$ cat src/rtl/bus_fabric_pkg.sv
// Shared definitions for the single-master bus fabric.
// Holds the FSM state encoding, the default memory map (IMEM low, DMEM high),
// the latched request payload type and the address-match helper.
package bus_fabric_pkg;

  localparam int unsigned ADDR_W = 32;
  localparam int unsigned DATA_W = 32;
  localparam int unsigned FMT_W  = 3;
  localparam int unsigned CNT_W  = 8;

  // Default memory map: bit 31 splits IMEM (slave 0) from DMEM (slave 1).
  localparam logic [ADDR_W-1:0] IMEM_BASE = 32'h0000_0000;
  localparam logic [ADDR_W-1:0] DMEM_BASE = 32'h8000_0000;
  localparam logic [ADDR_W-1:0] MAP_MASK  = 32'h8000_0000;

  typedef enum logic [1:0] {
    ST_IDLE = 2'd0,
    ST_REQ  = 2'd1,
    ST_WAIT = 2'd2,
    ST_RESP = 2'd3
  } state_t;

  // Request fields held stable toward the slave for the whole transaction.
  typedef struct packed {
    logic [ADDR_W-1:0] addr;
    logic              w_en;
    logic [DATA_W-1:0] w_data;
    logic [FMT_W-1:0]  fmt;
  } req_t;

  function automatic logic addr_hit(input logic [ADDR_W-1:0] addr,
                                    input logic [ADDR_W-1:0] base,
                                    input logic [ADDR_W-1:0] mask);
    return (addr & mask) == base;
  endfunction

endpackage

$ cat src/rtl/bus_fabric_decode.sv
// Combinational address decoder for bus_fabric.
// Ports:
//   addr   in   ADDR_W   byte address to decode
//   sel_c  out  NUM_SLV  one-hot slave select, lowest matching index wins
//   miss_c out  1        no slave matches the address
module bus_decode
  import bus_fabric_pkg::*;
#(
  parameter int unsigned                NUM_SLV  = 2,
  parameter logic [NUM_SLV*ADDR_W-1:0]  SLV_BASE = {DMEM_BASE, IMEM_BASE},
  parameter logic [NUM_SLV*ADDR_W-1:0]  SLV_MASK = {MAP_MASK, MAP_MASK}
) (
  input  logic [ADDR_W-1:0]  addr,
  output logic [NUM_SLV-1:0] sel_c,
  output logic               miss_c
);

  // Priority scan: once a match is found, higher indices are masked off.
  always_comb begin
    sel_c  = '0;
    miss_c = 1'b1;
    for (int unsigned k = 0; k < NUM_SLV; k++) begin
      if (miss_c && addr_hit(addr, SLV_BASE[k*ADDR_W +: ADDR_W],
                             SLV_MASK[k*ADDR_W +: ADDR_W])) begin
        sel_c[k] = 1'b1;
        miss_c   = 1'b0;
      end
    end
  end

endmodule

$ cat src/rtl/bus_fabric.sv
// Single-master, NUM_SLV-slave bus fabric with one outstanding transaction.
// Decodes the request address, forwards the latched request to one slave,
// waits for its response (bounded by TIMEOUT) and returns a one-cycle response.
// Ports:
//   i_clk, i_rst                 clock, async active-high reset
//   i_req_* / o_req_ready        master request channel
//   o_rsp_valid/r_data/err       master response pulse
//   o_slv_valid, i_slv_ready     per-slave request handshake (one-hot)
//   o_slv_addr/w_data/w_en/fmt   latched request fields shared by all slaves
//   i_slv_rsp_valid, i_slv_r_data per-slave response
module bus_fabric
  import bus_fabric_pkg::*;
#(
  parameter int unsigned               NUM_SLV  = 2,
  parameter logic [NUM_SLV*ADDR_W-1:0] SLV_BASE = {DMEM_BASE, IMEM_BASE},
  parameter logic [NUM_SLV*ADDR_W-1:0] SLV_MASK = {MAP_MASK, MAP_MASK},
  parameter int unsigned               TIMEOUT  = 15
) (
  input  logic                      i_clk,
  input  logic                      i_rst,
  input  logic                      i_req_valid,
  output logic                      o_req_ready,
  input  logic [ADDR_W-1:0]         i_req_addr,
  input  logic                      i_req_w_en,
  input  logic [DATA_W-1:0]         i_req_w_data,
  input  logic [FMT_W-1:0]          i_req_fmt,
  output logic                      o_rsp_valid,
  output logic [DATA_W-1:0]         o_rsp_r_data,
  output logic                      o_rsp_err,
  output logic [NUM_SLV-1:0]        o_slv_valid,
  input  logic [NUM_SLV-1:0]        i_slv_ready,
  output logic [ADDR_W-1:0]         o_slv_addr,
  output logic [DATA_W-1:0]         o_slv_w_data,
  output logic                      o_slv_w_en,
  output logic [FMT_W-1:0]          o_slv_fmt,
  input  logic [NUM_SLV-1:0]        i_slv_rsp_valid,
  input  logic [NUM_SLV*DATA_W-1:0] i_slv_r_data
);

  state_t             state;
  req_t               req_q;
  logic [NUM_SLV-1:0] sel_q;
  logic [CNT_W-1:0]   cnt;

  logic [NUM_SLV-1:0] dec_sel_c;
  logic               dec_miss_c;
  logic               slv_ready_c;
  logic               slv_rsp_c;
  logic [DATA_W-1:0]  slv_r_data_c;
  logic               last_c;

  bus_decode #(
    .NUM_SLV  (NUM_SLV),
    .SLV_BASE (SLV_BASE),
    .SLV_MASK (SLV_MASK)
  ) u_decode (
    .addr   (i_req_addr),
    .sel_c  (dec_sel_c),
    .miss_c (dec_miss_c)
  );

  // Only the latched slave's handshake and read data are observed.
  always_comb begin
    slv_ready_c  = |(i_slv_ready & sel_q);
    slv_rsp_c    = |(i_slv_rsp_valid & sel_q);
    slv_r_data_c = '0;
    for (int unsigned k = 0; k < NUM_SLV; k++) begin
      if (sel_q[k]) slv_r_data_c = slv_r_data_c | i_slv_r_data[k*DATA_W +: DATA_W];
    end
  end

  // Last permitted REQ/WAIT cycle; counter starts at 0 on the first REQ cycle.
  assign last_c = (cnt == CNT_W'(TIMEOUT - 1));

  assign o_slv_addr   = req_q.addr;
  assign o_slv_w_data = req_q.w_data;
  assign o_slv_w_en   = req_q.w_en;
  assign o_slv_fmt    = req_q.fmt;

  // Transaction FSM with registered outputs.
  always_ff @(posedge i_clk or posedge i_rst) begin
    if (i_rst) begin
      state        <= ST_IDLE;
      o_req_ready  <= 1'b1;
      req_q        <= '0;
      sel_q        <= '0;
      cnt          <= '0;
      o_slv_valid  <= '0;
      o_rsp_valid  <= 1'b0;
      o_rsp_err    <= 1'b0;
      o_rsp_r_data <= '0;
    end else begin
      o_rsp_valid <= 1'b0;
      unique case (state)
        ST_IDLE: begin
          if (i_req_valid) begin
            req_q       <= '{addr: i_req_addr, w_en: i_req_w_en,
                             w_data: i_req_w_data, fmt: i_req_fmt};
            sel_q       <= dec_sel_c;
            cnt         <= '0;
            o_req_ready <= 1'b0;
            if (dec_miss_c) begin
              state       <= ST_RESP;
              o_rsp_valid <= 1'b1;
              o_rsp_err   <= 1'b1;
            end else begin
              state       <= ST_REQ;
              o_slv_valid <= dec_sel_c;
            end
          end
        end
        ST_REQ, ST_WAIT: begin
          // A response in REQ only counts together with the slave's ready.
          if (slv_rsp_c && (slv_ready_c || state == ST_WAIT)) begin
            state        <= ST_RESP;
            o_slv_valid  <= '0;
            o_rsp_valid  <= 1'b1;
            o_rsp_r_data <= req_q.w_en ? '0 : slv_r_data_c;
          end else if (last_c) begin
            state       <= ST_RESP;
            o_slv_valid <= '0;
            o_rsp_valid <= 1'b1;
            o_rsp_err   <= 1'b1;
          end else begin
            cnt <= cnt + 1'b1;
            if (state == ST_REQ && slv_ready_c) begin
              state       <= ST_WAIT;
              o_slv_valid <= '0;
            end
          end
        end
        ST_RESP: begin
          state        <= ST_IDLE;
          o_req_ready  <= 1'b1;
          o_rsp_err    <= 1'b0;
          o_rsp_r_data <= '0;
        end
        default: state <= ST_IDLE;
      endcase
    end
  end

endmodule

$ cat config.mk
export PLATFORM = sky130hd
export DESIGN_NAME = bus_fabric
export DESIGN_NICKNAME = d
export VERILOG_FILES = /design/src/rtl/bus_fabric_pkg.sv /design/src/rtl/bus_fabric_decode.sv /design/src/rtl/bus_fabric.sv
export SDC_FILE = /design/constraint.sdc
export NUM_CORES = 1
export LEC_CHECK = 0
export ABC_CLOCK_PERIOD_IN_PS = 5800
export CORE_ASPECT_RATIO = 0.75
export CORE_MARGIN = 2
export CORE_UTILIZATION = 25
export DETAILED_ROUTE_END_ITERATION = 6
export GPL_TIMING_DRIVEN = 0
export HOLD_SLACK_MARGIN = 0.03
export PLACE_DENSITY = 0.63
export SLEW_MARGIN = 30
export SYNTH_ARGS = -nofsm -noshare
export SYNTH_HDL_FRONTEND = slang
export SYNTH_SLANG_ARGS = --single-unit
$ cat constraint.sdc
create_clock -name i_clk -period 5.8 [get_ports i_clk]
set_input_delay 1.16 -clock i_clk [delete_from_list [all_inputs] [get_ports i_clk]]
set_output_delay 1.16 -clock i_clk [all_outputs]
set_load 0.02 [all_outputs]
==> impl_metrics.env <==
export IMPL_cp_end_kind="flop"
export IMPL_fillers=1939
export IMPL_cp_required_ns=6.09
export IMPL_syn_area_per_cell_um2=12.4
export IMPL_cts_setup_buffers=0
export IMPL_layout_common_cells="clkdlybuf4s50_1, dfrtp_1, mux2_2"
export IMPL_fmax_ghz=0.359
export IMPL_ys_seq_area_share_pct=56.8
export IMPL_worstMarginPinSlew_ns=0.868
export IMPL_drtPass1Iterations=5
export IMPL_ctsHoldBuffers=0
export IMPL_core_um2=20200
export IMPL_maxCapViolCount=0
export IMPL_antennaDiodeCount=0
export IMPL_pwr_density_cell_nw_per_um2=585
export IMPL_async_flop_share_pct=100
export IMPL_numCtsBuffers=17
export IMPL_netlist_area_leader_share_pct=56.3
export IMPL_route_antenna_remaining_nets=0
export IMPL_layout_min_cycle_time_ns=2.79
export IMPL_htreeDepth=4
export IMPL_grt_pass1_vias=4619
export IMPL_swShare_pct=38.6
export IMPL_gr_usage_met3_pct=5.46
export IMPL_syn_inst=413
export IMPL_synth_edff_count=0
export IMPL_clk_pin_slew_worst_paths_ns=0.06
export IMPL_combPwrFrac_pct=49.8
export IMPL_max_slew_margin_pct=40.5
export IMPL_hold_path_class="flop to flop"
export IMPL_vias=4349
export IMPL_final_max_slew_viol_count=0
export IMPL_switching_power_uw=1930
export IMPL_globalRouteMet1Util_pct=19.0
export IMPL_totalPowerFinal_uw=5000
export IMPL_grt_use_met2_pct=24.5
export IMPL_fp_dieArea_um2=21600
export IMPL_dp_hpwl_um=11600
export IMPL_power_share_sequential_pct=27.2
export IMPL_antenna_found_initial=0
export IMPL_syn_num_nets=559
export IMPL_worstSkewPairLatency_ns=0.41
export IMPL_cts_tree="yes"
export IMPL_die_h_um=128
export IMPL_layout_commonest_cell="clkdlybuf4s50_1"
export IMPL_drcViolationCount=0
export IMPL_synthFlopType="dfrtp_1"
export IMPL_setup_violations=0
export IMPL_syn_area_um2=5110
export IMPL_clockBufferDepth=2
export IMPL_routed_wl_um=15900
export IMPL_grt_max_degree=69
export IMPL_rsz0062_at_grt="no"
export IMPL_layout_drive_gt1_share_pct=17.6
export IMPL_die_w_um=169
export IMPL_wl_per_cell_um=16.8
export IMPL_synth_top_cell_by_area="dfrtp_1"
export IMPL_peakVddDrop_mv=0.232
export IMPL_skew_ns=0.00740
export IMPL_gp_congestion=0.781
export IMPL_synth_cell_types=48
export IMPL_fin_util_pct=42.4
export IMPL_first_iter_violations=294
export IMPL_cts_root_buf="clkbuf_16"
export IMPL_cp_start_kind="input pin"
export IMPL_drt_vias_per_instance=4.60
export IMPL_start_util_pct=25.4
export IMPL_outcome="completed"
export IMPL_hold_viol=0
export IMPL_clockPowerShare_pct=23.0
export IMPL_ys_ff_latch=116
export IMPL_layout_worst_path_cycle_share_pct=48.0
export IMPL_crit_fanout=6
export IMPL_grt_overflow_total=0
export IMPL_ys_top_cells_by_area="dfrtp_1, mux2_2, a22oi_1"
export IMPL_port_buffers=242
export IMPL_rows=45
export IMPL_clkSinkCount=116
export IMPL_cts_resized=0
export IMPL_layout_nets=821
export IMPL_arrival_ns=3.08
export IMPL_p_int_uw=3070
export IMPL_p_leak_uw=0.00351
export IMPL_grt_most_used_layer="met2"
export IMPL_io_pins=244
export IMPL_syn2layout_area_growth_pct=67.1
export IMPL_criticalPathCategory="input pin to flop"
export IMPL_yosys_warnings=0
export IMPL_track_usage_pct=14.9
export IMPL_grt_pass1_wl_um=25100
==> layer usage <==
| layer | routed length (µm) | vias to the layer above |
|---|---|---|
| met1 | 7160 | 2111 |
| met4 | 121 | 0 |
| met5 | 0 | - |
| met2 | 7420 | 174 |
| li1 | - | 2052 |
| met3 | 1250 | 12 |
==> critical path, cell delays in order <==
cell             delay, ns
clkdlybuf4s50_1       0.42
a221o_1               0.46
and2_4                0.19
o31ai_1               0.46
mux2_2                0.39
==> power groups by stage <==
| stage | sequential [µW] | clock (µW) | combinational (µW) |
|---|---|---|---|
| floorplan | 1750 | 0 | 1010 |
| global placement | 1360 | 0 | 2490 |
| detailed placement | 1370 | 0 | 2510 |
| CTS | 1360 | 1180 | 2520 |
| global route | 1410 | 1220 | 2690 |
| finish | 1360 | 1150 | 2490 |
==> cells by family after synthesis <==
family                   Yosys count  synth area share [%]
adder cells (fa/ha/maj)            7                  1.71
AO/OA/AOI/OAI                     99                  14.6
flip-flops                       116                  56.8
AND/OR/NAND/NOR                   76                  7.00
multiplexers                      76                  16.6
buffers and inverters             39                  3.28
==> cell type report <==
class | count | area [µm²] | area share (%)
Clock inverter | 13 | 196 | 2.30
Timing Repair Buffer | 243 | 2450 | 28.7
Inverter | 8 | 37.5 | 0.440
Buffer | 31 | 138 | 1.61
Multi-Input combinational cell | 258 | 2040 | 23.9
Clock buffer | 19 | 453 | 5.30
Tap cell | 258 | 323 | 3.78
Sequential cell | 116 | 2900 | 34.0
==> registers in the layout (all words and copies together) (netlist names) <==
name and flops:
o_slv_fmt 3, o_slv_w_data 32, o_req_ready 1, o_slv_w_en 1, o_rsp_valid 1, o_rsp_r_data 32, cnt 8, o_slv_valid 2
state 2, o_rsp_err 1, sel_q 2, o_slv_addr 31
==> path summary, 6_finish.rpt <==
path | start | endpoint | slack (ns) | depth (start not counted)
min reg2reg | o_rsp_r_data[28] | o_rsp_r_data[28] | 0.47 | 2
max in group asynchronous | i_rst | o_req_ready | 3.92 | 3
min | o_rsp_r_data[28] | o_rsp_r_data[28] | 0.47 | 2
max reg2reg | state[0] | o_slv_addr[29] | 3.37 | 6
max | i_slv_ready[0] | o_slv_valid[0] | 3.01 | 5
min in group asynchronous | i_rst | o_slv_addr[2] | 1.20 | 2
==> metrics by stage <==
stage | TNS (ns) | area, µm² | instances | setup WS [ns] | hold slack (ns)
final | 0 | 8540 | 946 | 3.01 | 0.473
after global routing | 0 | 8540 | 946 | 2.92 | 0.491
after CTS | 0 | 8540 | 946 | 2.98 | 0.477
after detailed placement | 0 | 7890 | 914 | 2.60 | 0.466
after global placement | -55.64 | 7860 | 913 | -0.492 | 0.460
after floorplan | 0 | 5110 | 413 | 1.57 | 0.521
==> synth_stat cells (2+ instances only) <==
library cell  count
a22oi_1          33
dfrtp_1         115
a2111oi_0         2
ha_1              7
nor2b_1           3
nor3_1            3
mux2_2           70
or4_1             2
nand2_1          46
a21oi_1           5
clkbuf_1         14
buf_1             7
o21ai_0           3
o211ai_1          4
o31ai_1          33
buf_2             8
o41ai_1           3
nand3_1           5
inv_1             8
a31oi_1           2
mux2i_1           6
nor2_1            8
Note: power is estimated with default switching activity, not from simulation.
